--- src/rtl/game_score_timer.sv ---
// game_score_timer
//   Produces the game state for the 4-digit seven-segment display path.
//   A round counts down in packed BCD seconds. The score is a saturating BCD
//   counter driven by the hit and miss pulses. The block flags the end of the round.
//   Optional feature macro: HIGH_SCORE_EN (keeps the best score across rounds).
// Ports
//   clk_1k       in   1 kHz clock, all state moves on the rising edge
//   rst          in   synchronous reset, active-high, wins over every input
//   start        in   level, starts a round from IDLE or DONE
//   hit / miss   in   one-cycle pulses, +1 / -1 on the score while running
//   left_value   out  packed BCD seconds remaining
//   right_value  out  packed BCD score
//   running      out  high in RUN
//   game_over    out  high in DONE
//   high_score   out  packed BCD best score (8'h00 without HIGH_SCORE_EN)
//   new_record   out  1-cycle pulse when a round ends above the best score
module game_score_timer #(
    parameter int         TICKS_PER_SEC = 1000,
    parameter logic [7:0] GAME_SECONDS  = 8'h30
) (
    input  logic       clk_1k,
    input  logic       rst,
    input  logic       start,
    input  logic       hit,
    input  logic       miss,
    output logic [7:0] left_value,
    output logic [7:0] right_value,
    output logic       running,
    output logic       game_over,
    output logic [7:0] high_score,
    output logic       new_record
);
    localparam int            TW        = $clog2(TICKS_PER_SEC);
    localparam logic [TW-1:0] TICK_LAST = TW'(TICKS_PER_SEC - 1);

    typedef enum logic [1:0] {S_IDLE, S_RUN, S_DONE} state_t;

    state_t        r_state, w_state_next;
    logic [TW-1:0] r_tick;
    logic [7:0]    r_left;
    logic [7:0]    r_score;
    logic [7:0]    w_score_next;
    logic          w_tick_wrap;
    logic          w_last_sec;
    logic          w_reload;

    function automatic logic [7:0] bcd_inc(input logic [7:0] v);
        if (v[3:0] == 4'd9) return {v[7:4] + 4'd1, 4'd0};
        return {v[7:4], v[3:0] + 4'd1};
    endfunction

    function automatic logic [7:0] bcd_dec(input logic [7:0] v);
        if (v[3:0] == 4'd0) return {v[7:4] - 4'd1, 4'd9};
        return {v[7:4], v[3:0] - 4'd1};
    endfunction

    assign w_tick_wrap = (r_state == S_RUN) && (r_tick == TICK_LAST);
    // The wrap that takes 01 to 00 ends the round on that same edge.
    assign w_last_sec  = w_tick_wrap && (r_left == 8'h01);
    assign w_reload    = (r_state != S_RUN) && start;

    always_comb begin
        w_state_next = r_state;
        w_score_next = r_score;
        case (r_state)
            S_IDLE, S_DONE: if (start) w_state_next = S_RUN;
            S_RUN: begin
                if (w_last_sec) w_state_next = S_DONE;
                // hit and miss together cancel out. Both saturate at the ends.
                if (hit && !miss && r_score != 8'h99)
                    w_score_next = bcd_inc(r_score);
                else if (miss && !hit && r_score != 8'h00)
                    w_score_next = bcd_dec(r_score);
            end
            default: w_state_next = S_IDLE;
        endcase
    end

    always_ff @(posedge clk_1k) begin
        if (rst) begin
            r_state <= S_IDLE;
            r_left  <= GAME_SECONDS;
            r_score <= 8'h00;
            r_tick  <= '0;
        end else begin
            r_state <= w_state_next;
            if (w_reload) begin
                r_left  <= GAME_SECONDS;
                r_score <= 8'h00;
                r_tick  <= '0;
            end else if (r_state == S_RUN) begin
                r_score <= w_score_next;
                if (w_tick_wrap) begin
                    r_tick <= '0;
                    r_left <= bcd_dec(r_left);
                end else begin
                    r_tick <= r_tick + TW'(1);
                end
            end
        end
    end

    assign left_value  = r_left;
    assign right_value = r_score;
    assign running     = (r_state == S_RUN);
    assign game_over   = (r_state == S_DONE);

`ifdef HIGH_SCORE_EN
    logic [7:0] r_high;
    logic       r_new;

    // Valid BCD orders the same way as binary, so a plain compare works.
    always_ff @(posedge clk_1k) begin
        if (rst) begin
            r_high <= 8'h00;
            r_new  <= 1'b0;
        end else begin
            r_new <= 1'b0;
            if (w_last_sec && (w_score_next > r_high)) begin
                r_high <= w_score_next;
                r_new  <= 1'b1;
            end
        end
    end

    assign high_score = r_high;
    assign new_record = r_new;
`else
    assign high_score = 8'h00;
    assign new_record = 1'b0;
`endif
endmodule

--- config.mk ---
export PLATFORM = sky130hd
export DESIGN_NAME = game_score_timer
export DESIGN_NICKNAME = d
export VERILOG_FILES = /design/src/rtl/game_score_timer.sv
export SDC_FILE = /design/constraint.sdc
export NUM_CORES = 1
export LEC_CHECK = 0
export CAP_MARGIN = 20
export CORE_ASPECT_RATIO = 1.4
export CORE_MARGIN = 1.5
export CORE_UTILIZATION = 52
export DETAILED_ROUTE_END_ITERATION = 10
export GPL_TIMING_DRIVEN = 0
export PLACE_DENSITY = 0.8
export SETUP_SLACK_MARGIN = 0.1
export SLEW_MARGIN = 30
export SYNTH_ARGS = -nofsm -noshare
export SYNTH_HDL_FRONTEND = slang
export SYNTH_SLANG_ARGS = --single-unit
--- constraint.sdc ---
create_clock -name clk_1k -period 4.5 [get_ports clk_1k]
set_input_delay 1.125 -clock clk_1k [delete_from_list [all_inputs] [get_ports clk_1k]]
set_output_delay 1.125 -clock clk_1k [all_outputs]
set_load 0.02 [all_outputs]
=== After elaboration in Yosys (flattened, before gate mapping) ===
Index checks and enable logic that the tools add are counted.

* Register bits after elaboration: 28
* Output and inout bits: 27
* Word-level logic and storage cells: 69
* Input port bits: 5

* Reductions and logical operators: 22
* Add/subtract/negate cells: 7
* Equal/unequal tests: 10
* Mux-type cells: 24

{| class="wikitable"
|+ Operators by type and width
! operator !! count
|-
| $mux 8 || 7
|-
| $sub 4x1->4 const B || 4
|-
| $mux 1 || 12
|-
| $add 10x1->10 const B || 1
|-
| $eq 10x10->1 const B || 1
|-
| $mux 10 || 1
|-
| $add 4x1->4 const B || 2
|-
| $eq 8x1->1 const B || 1
|-
| $logic_not 4->1 || 2
|-
| $ne 8x8->1 const B || 1
|-
| $reduce_bool 8->1 || 1
|-
| $logic_and 1x1->1 || 7
|-
| $ne 2x1->1 const B || 3
|-
| $reduce_and 2->1 || 3
|-
| $eq 4x4->1 const B || 1
|-
| $mux 2 || 2
|-
| $mux 4 || 1
|-
| $pmux 2 s2 || 1
|-
| $reduce_and 4->1 || 1
|-
| $reduce_bool 2->1 || 2
|-
| $reduce_or 2->1 || 2
|-
| $reduce_and 3->1 || 1
|-
| $eq 2x1->1 const B || 1
|-
| $eq 2x2->1 const B || 1
|-
| other kinds (3) || 4
|}

=== Logic depth before layout (Yosys ltp) ===
Gate-level depths: netlist of run 1.

* Word-level depth: 9
* Mapped depth: 7

=== Worst setup path after synthesis of run 1 ===
No wires, ideal clock.

* Path type: input to register
* Start: input port hit
* End: register r_score[7], in the netlist right_value[7]
* Setup slack: 2.100 ns
* Required time: 4.370 ns
* Arrival time: 2.270 ns
* Cell stages on the path: 6
* Cells stage by stage: nor2b_1 > clkbuf_1 > nand3_1 > a22oi_1 > and3_1 > nor4_1

* Cells in the longest elaborated chain, start to end: 5

{| class="wikitable"
|+ Ends and longest elaborated chain
! item !! RTL line !! text
|-
| from (decl) || 24 || <nowiki>input logic hit,</nowiki>
|-
| $logic_not 1->1 || 72 || <nowiki>else if (miss && !hit && r_score != 8'h00)</nowiki>
|-
| $logic_and 1x1->1 (2 in a row) || 72 ||
|-
| $reduce_bool 2->1 (no source line) || -- ||
|-
| $reduce_and 4->1 (no source line) || -- ||
|-
| to (signal assigned) || 92 || <nowiki>r_score <= w_score_next;</nowiki>
|-
| to (decl) || 41 || <nowiki>logic [7:0] r_score;</nowiki>
|}

Parallel ways exist; a longest one is shown, timed or not.
A chain may end at the register's enable or synchronous reset.

=== Final worst setup path of run 1 ===
Same ends and word-level chain as after synthesis.

==> flow_summary.toml, run 1 <==
[grt]
grt_pass1_vias = 1320
grt_remaining_overflow = 0
grt_first_pass_wirelength_mm = 5.706
grt_max_degree = 16
grt_usage_pct = 21.35
grt_antenna_before_repair = 0

[synthesis]
yosys_register_bits = 28
synthArstFlopShare_pct = 0
ys.flop_type = "dfxtp_1"
avgSynthCellArea_sq_um = 8.130
yosysSeqAreaShare_pct = 34.65
synth-warning-count = 0
ys_top_cells_by_area = "dfxtp_1, nor2_1, ha_1"
synth-edff-count = 0
synthCells = 199
syn_area_sq_mm = 0.001618
yosys.area.top_type = "dfxtp_1"
synth_top_area_share_pct = 34.65
synth_cell_types = 44

[sta]
fin_crit_sh_pct = 65.07
rsz0062_at_grt = "false"
finalSetupViolCount = 0
slew_headroom_pct = 39.79
worst_slew_pin_slew_ns = 0.8949
skew_ns = 0.001668
report.final.slew_viol_count = 0
finalHoldViolCount = 0
setup_tns_ns = 0
max_clock_freq_mhz = 341.5
period_needed_ns = 2.928

[route]
met2_wirelength_mm = 1.759
drtAntennaViolNets = 0
first_pass_iters = 4
top_layer_used = "met4"
drt_iter0_drc = 47
wl_met1_mm = 1.407
drc_errors = 0
post_drt_wl_per_cell_um = 12.24
via_per_inst = 5.496
wirelength_mm = 3.304
num_vias = 1484
met3_length_um = 112

[status]
status = "completed"

[cts]
cts.sink_count = 28
worstSkewPairLatency_ns = 0.27
cts.path.max_buffers = 2
cts-root-buf = "clkbuf_8"
ctsResizeCount = 0
htreeDepth = 1
cts_setup_buffers = 0
clk_pin_slew_ns = 0.09
cts_tree = "yes"
cts_buffers = 3
holdBufCountCts = 0

[final_layout]
layout_commonest_cell = "dfxtp_1"
antennaDiodeCount = 0
drive_gt1_share_pct = 7.725
layout_common_cells = "dfxtp_1, nor2_1, clkdlybuf4s50_1"
fin_nets = 246
area_delta_synth_final_pct = 21.73

[place]
io_buffer_count = 22
place_congestion = 0.7614
hpwl_mm = 2.471

[run]
maxCapViolations = 0

[critical_path]
crit_path_start = "hit"
worstPathCellList = "clkdlybuf4s50_1, nor2b_1, clkbuf_1, nand3_1, a22oi_1, and3_1, nor4_1"
worstPathRequired_ns = 4.64
worstSetupPathType = "in -> reg"
reg2reg_from = "r_tick[0]"
arrival_ns = 3.07
cp-end-kind = "flip-flop"
cpMaxStageDelayCell = "clkdlybuf4s50_1"
max_stage_delay_ns = 0.51
critPathMaxFanout = 10
critPathLaunchType = "primary input"

[die]
rows = 23
core_area_sq_mm = 0.002907
die_w_um = 50.14
dieArea_sq_mm = 0.003459
die_height_um = 69.00
initial_core_util_pct = 55.66
io_pins = 32

[power]
p_per_area_mw_per_mm2 = 238.1
max-vdd-ir-drop_v = 0.0001430
comb_power_share_pct = 13.2
power.total_mw = 0.4689
netSwitchingPower_mw = 0.1141
swShare_pct = 24.33
pwr-share-clk_pct = 32.6
leakagePower_nw = 0.7571
seqPwrFrac_pct = 54.2
internal_power_mw = 0.3548

[hold_path]
min_from = "r_tick[9]"
hold_path_class = "reg -> reg"
## sequential cells by signal, summed over array words and instances, names as in the netlist
register	cells
left_value	8
r_state	2
r_tick	10
right_value	8
## layer usage
metal,global-route usage (%),vias up
li1,-,762
met1,23.77,692
met2,41.28,28
met3,2.371,2
met4,7.986,0
met5,0,-
## cell families after synthesis
| kind of cell | count (synthesis) | synth area share, % |
|---|---|---|
| multiplexers | 2 | 1.237 |
| AND/OR/NAND/NOR | 87 | 28.85 |
| buffers and inverters | 24 | 8.275 |
| flip-flops | 28 | 34.65 |
| AO/OA/AOI/OAI | 37 | 14.31 |
| other | 1 | 0.2318 |
| XOR/XNOR | 13 | 7.038 |
| adder cells (fa/ha/maj) | 7 | 5.414 |
## synthesized netlist by cell type (all sizes together), types with 3 or more instances
library cell   n
nand4          4
nor2          24
or4            3
or3            6
a21oi         15
and3           5
buf           12
ha             7
nand3          7
inv            6
nand2         10
xor2           7
nor3           7
dfxtp         28
xnor2          6
nand2b         5
o21ai          7
nor4           5
clkbuf         5
a211oi         3
## power groups by stage
| stage | Combinational [mW] | Clock, mW | Sequential (mW) |
|---|---|---|---|
| detailed placement | 0.0615 | 0 | 0.260 |
| floorplan | 0.0442 | 0 | 0.261 |
| CTS | 0.0620 | 0.157 | 0.254 |
| global placement | 0.0610 | 0 | 0.260 |
| finish | 0.0618 | 0.153 | 0.254 |
| global route | 0.0692 | 0.167 | 0.255 |
## worst paths after layout
path,endpoint,slack (ns),cells after the start
max,right_value[7],1.57,7
min,r_tick[9],0.50,2
max reg2reg,left_value[4],2.36,6
min reg2reg,r_tick[9],0.50,2
## layout make-up
| cell class | instances | area [sq um] |
|---|---|---|
| multi-input cells | 155 | 953.4 |
| inverters | 7 | 26.28 |
| flip-flops and latches | 28 | 560.5 |
| well taps | 37 | 46.29 |
| repair buffers | 22 | 220.2 |
| fillers | 253 | 937.1 |
| plain buffers | 17 | 107.6 |
| clock buffers | 4 | 55.05 |
## critical path: cells and delay by family
kind | cells | cell delay [ns]
AOI/OAI and AO/OA | 1 | 0.47
buffers and inverters | 2 | 0.87
and+or+nand+nor | 4 | 0.61
## stage by stage
step                      cells  setup WS, ns  cell area [sq um]  hold WS, ns  utilization, %
final                       270         1.572               1969       0.4982           67.76
after global routing        270         1.338               1969       0.5223           67.76
after CTS                   270         1.581               1969       0.4988           67.76
after detailed placement    266         1.300               1914       0.4826           65.86
after global placement      266         1.329               1914       0.4750           65.86
after floorplan             207         2.100               1648       0.4582               -
Power figures use the tool's default switching activity.
==> inputs of run 2 (changes only) <==
CORE_UTILIZATION = 51   (was 52)
PLACE_DENSITY = 0.79   (was 0.8)
clock period = 2.7 ns   (was 4.5 ns; I/O delays follow)
==> run 2 against run 1 <==
  * Utilization shrank 3.2 points
  * Register-to-register slack lost 1.7 ns
  * Critical path depth shrank 3
  * Count of clock-buffer cells in the layout is the same
  * Via count shrank 2.0%
  * Sequential power grew 67%
  * Combinational power grew 67%
  * Flip-flop and latch count is the same
  * Hold slack gained 0.0086 ns
  * Clock power grew 65%
  * Clock skew grew 0.0019 ns
  * Critical path type is now reg -> out
  * Critical endpoint is now running
  * Largest power group unchanged
  * Highest routed layer unchanged
==> flow_summary.toml, run 2 (synthesis gave the netlist of run 1 again) <==
[final_layout]
layout_commonest_cell = "dfxtp_1"
antennaDiodeCount = 0
largest_reg_flops = 10
layout_common_cells = "dfxtp_1, nor2_1, clkdlybuf4s50_1"
fin_nets = 246
drive_gt1_share_pct = 8.155
area_delta_synth_final_pct = 22.20
top_register = "r_tick"
layoutNonFillerInstCount = 272

[die]
initial_core_util_pct = 52.82
io_pins = 32
rows = 24
die_w_um = 50.60
core_area_sq_mm = 0.003063
dieArea_sq_mm = 0.003524
die_height_um = 69.64

[grt]
grt_antenna_before_repair = 0
grt_max_degree = 16
grt_remaining_overflow = 0
grt_first_pass_wirelength_mm = 5.457
grt_pass1_vias = 1297
grt_usage_pct = 19.09

[sta]
finalSetupViolCount = 0
max_clock_freq_mhz = 416.4
skew_ns = 0.003588
fin_crit_sh_pct = 88.95
worst_slew_pin_slew_ns = 0.8148
slew_headroom_pct = 45.18
finalHoldViolCount = 0
rsz0062_at_grt = "false"
report.final.slew_viol_count = 0
period_needed_ns = 2.402
hold_ws_ns = 0.5068

[place]
hpwl_mm = 2.424
io_buffer_count = 22
place_congestion = 0.8089
dpl.cell_count = 268

[critical_path]
worstSetupPathType = "reg -> out"
critPathMaxFanout = 9
arrival_ns = 1.73
critPathLaunchType = "flip-flop"
worstPathRequired_ns = 2.03
cp-end-kind = "primary output"

[power]
internal_power_mw = 0.5914
seqPwrFrac_pct = 54.4
pwr-share-clk_pct = 32.4
swShare_pct = 24.20
comb_power_share_pct = 13.2
p_per_area_mw_per_mm2 = 394.6
netSwitchingPower_mw = 0.1888
power.total_mw = 0.7801
leakagePower_nw = 0.7568
max-vdd-ir-drop_v = 0.0002424

[cts]
worstSkewPairLatency_ns = 0.27
cts_buffers = 3
cts.sink_count = 28
cts_tree = "yes"
cts_setup_buffers = 0
holdBufCountCts = 0
clk_pin_slew_ns = 0.09
cts.path.max_buffers = 2
cts-root-buf = "clkbuf_8"
htreeDepth = 1

[route]
wirelength_mm = 3.160
post_drt_wl_per_cell_um = 11.62
first_pass_iters = 4
drt_iter0_drc = 25
drc_errors = 0
drtAntennaViolNets = 0
via_per_inst = 5.349
num_vias = 1455

[run]
maxCapViolations = 0

[status]
status = "completed"

[hold_path]
hold_path_class = "reg -> reg"
[run 2: path summary, 6_finish.rpt]
| path | start | endpoint | slack, ns | cells past startpoint |
|---|---|---|---|---|
| worst max-delay path | r_state[0] | running | 0.30 | 4 |
| worst min register to register | r_tick[1] | r_tick[1] | 0.51 | 2 |
| worst min-delay path | r_tick[1] | r_tick[1] | 0.51 | 2 |
| worst max register to register | r_tick[0] | left_value[4] | 0.64 | 6 |
[run 2: cell type report]
class | instances | area [sq um]
Sequential cell | 28 | 560.5
Timing Repair Buffer | 22 | 220.2
Fill cell | 292 | 1086
Tap cell | 39 | 48.80
Multi-Input combinational cell | 155 | 958.4
Inverter | 7 | 26.28
Buffer | 17 | 107.6
Clock buffer | 4 | 55.05
[run 2: critical path, stage by stage, from the launching register on]
cell and delay (ns):
dfxtp_1 0.44, nand2b_1 0.09, buf_6 0.14, clkinv_1 0.15, clkdlybuf4s50_1 0.64
[run 2: timing repair]
| action | 4_1_cts | 5_1_grt |
|---|---|---|
| setup endpoints to repair | 0 | 1 |
| hold endpoints to repair | 0 | 0 |
| resized for setup | 0 | 1 |
[run 2: stage by stage]
stage / setup WS [ns] / utilization, % / setup TNS, ns / cell area (sq um)
global route: 0.1758 / 64.54 / 0 / 1977
detailed placement: -0.08666 / 62.58 / -0.1470 / 1917
finish: 0.2984 / 64.54 / 0 / 1977
CTS: 0.2067 / 64.38 / 0 / 1972
global placement: -0.009530 / 62.58 / -0.009530 / 1917
floorplan: 0.7505 / - / 0 / 1648
[run 2: metal layers]
layer / vias to the layer above / track usage [%] / part of all wire (%)
met5: - / 0 / 0
met3: 6 / 1.509 / 2.4
met4: 0 / 9.009 / 2.2
met1: 669 / 24.73 / 47
met2: 18 / 31.58 / 48
li1: 762 / - / -
[run 2: power by group through the flow]
stage | Sequential [mW] | Combinational (mW) | Clock, mW
4_1_cts | 0.424 | 0.103 | 0.261
5_1_grt | 0.425 | 0.114 | 0.273
2_1_floorplan | 0.434 | 0.0737 | 0
6_report | 0.424 | 0.103 | 0.253
3_5_place_dp | 0.434 | 0.102 | 0
3_3_place_gp | 0.434 | 0.101 | 0
==> inputs of run 3 (changes only) <==
SLEW_MARGIN = unset   (was 30)
==> results of run 3 <==
The final DEF is identical to that of run 2; final timing and power are the same.
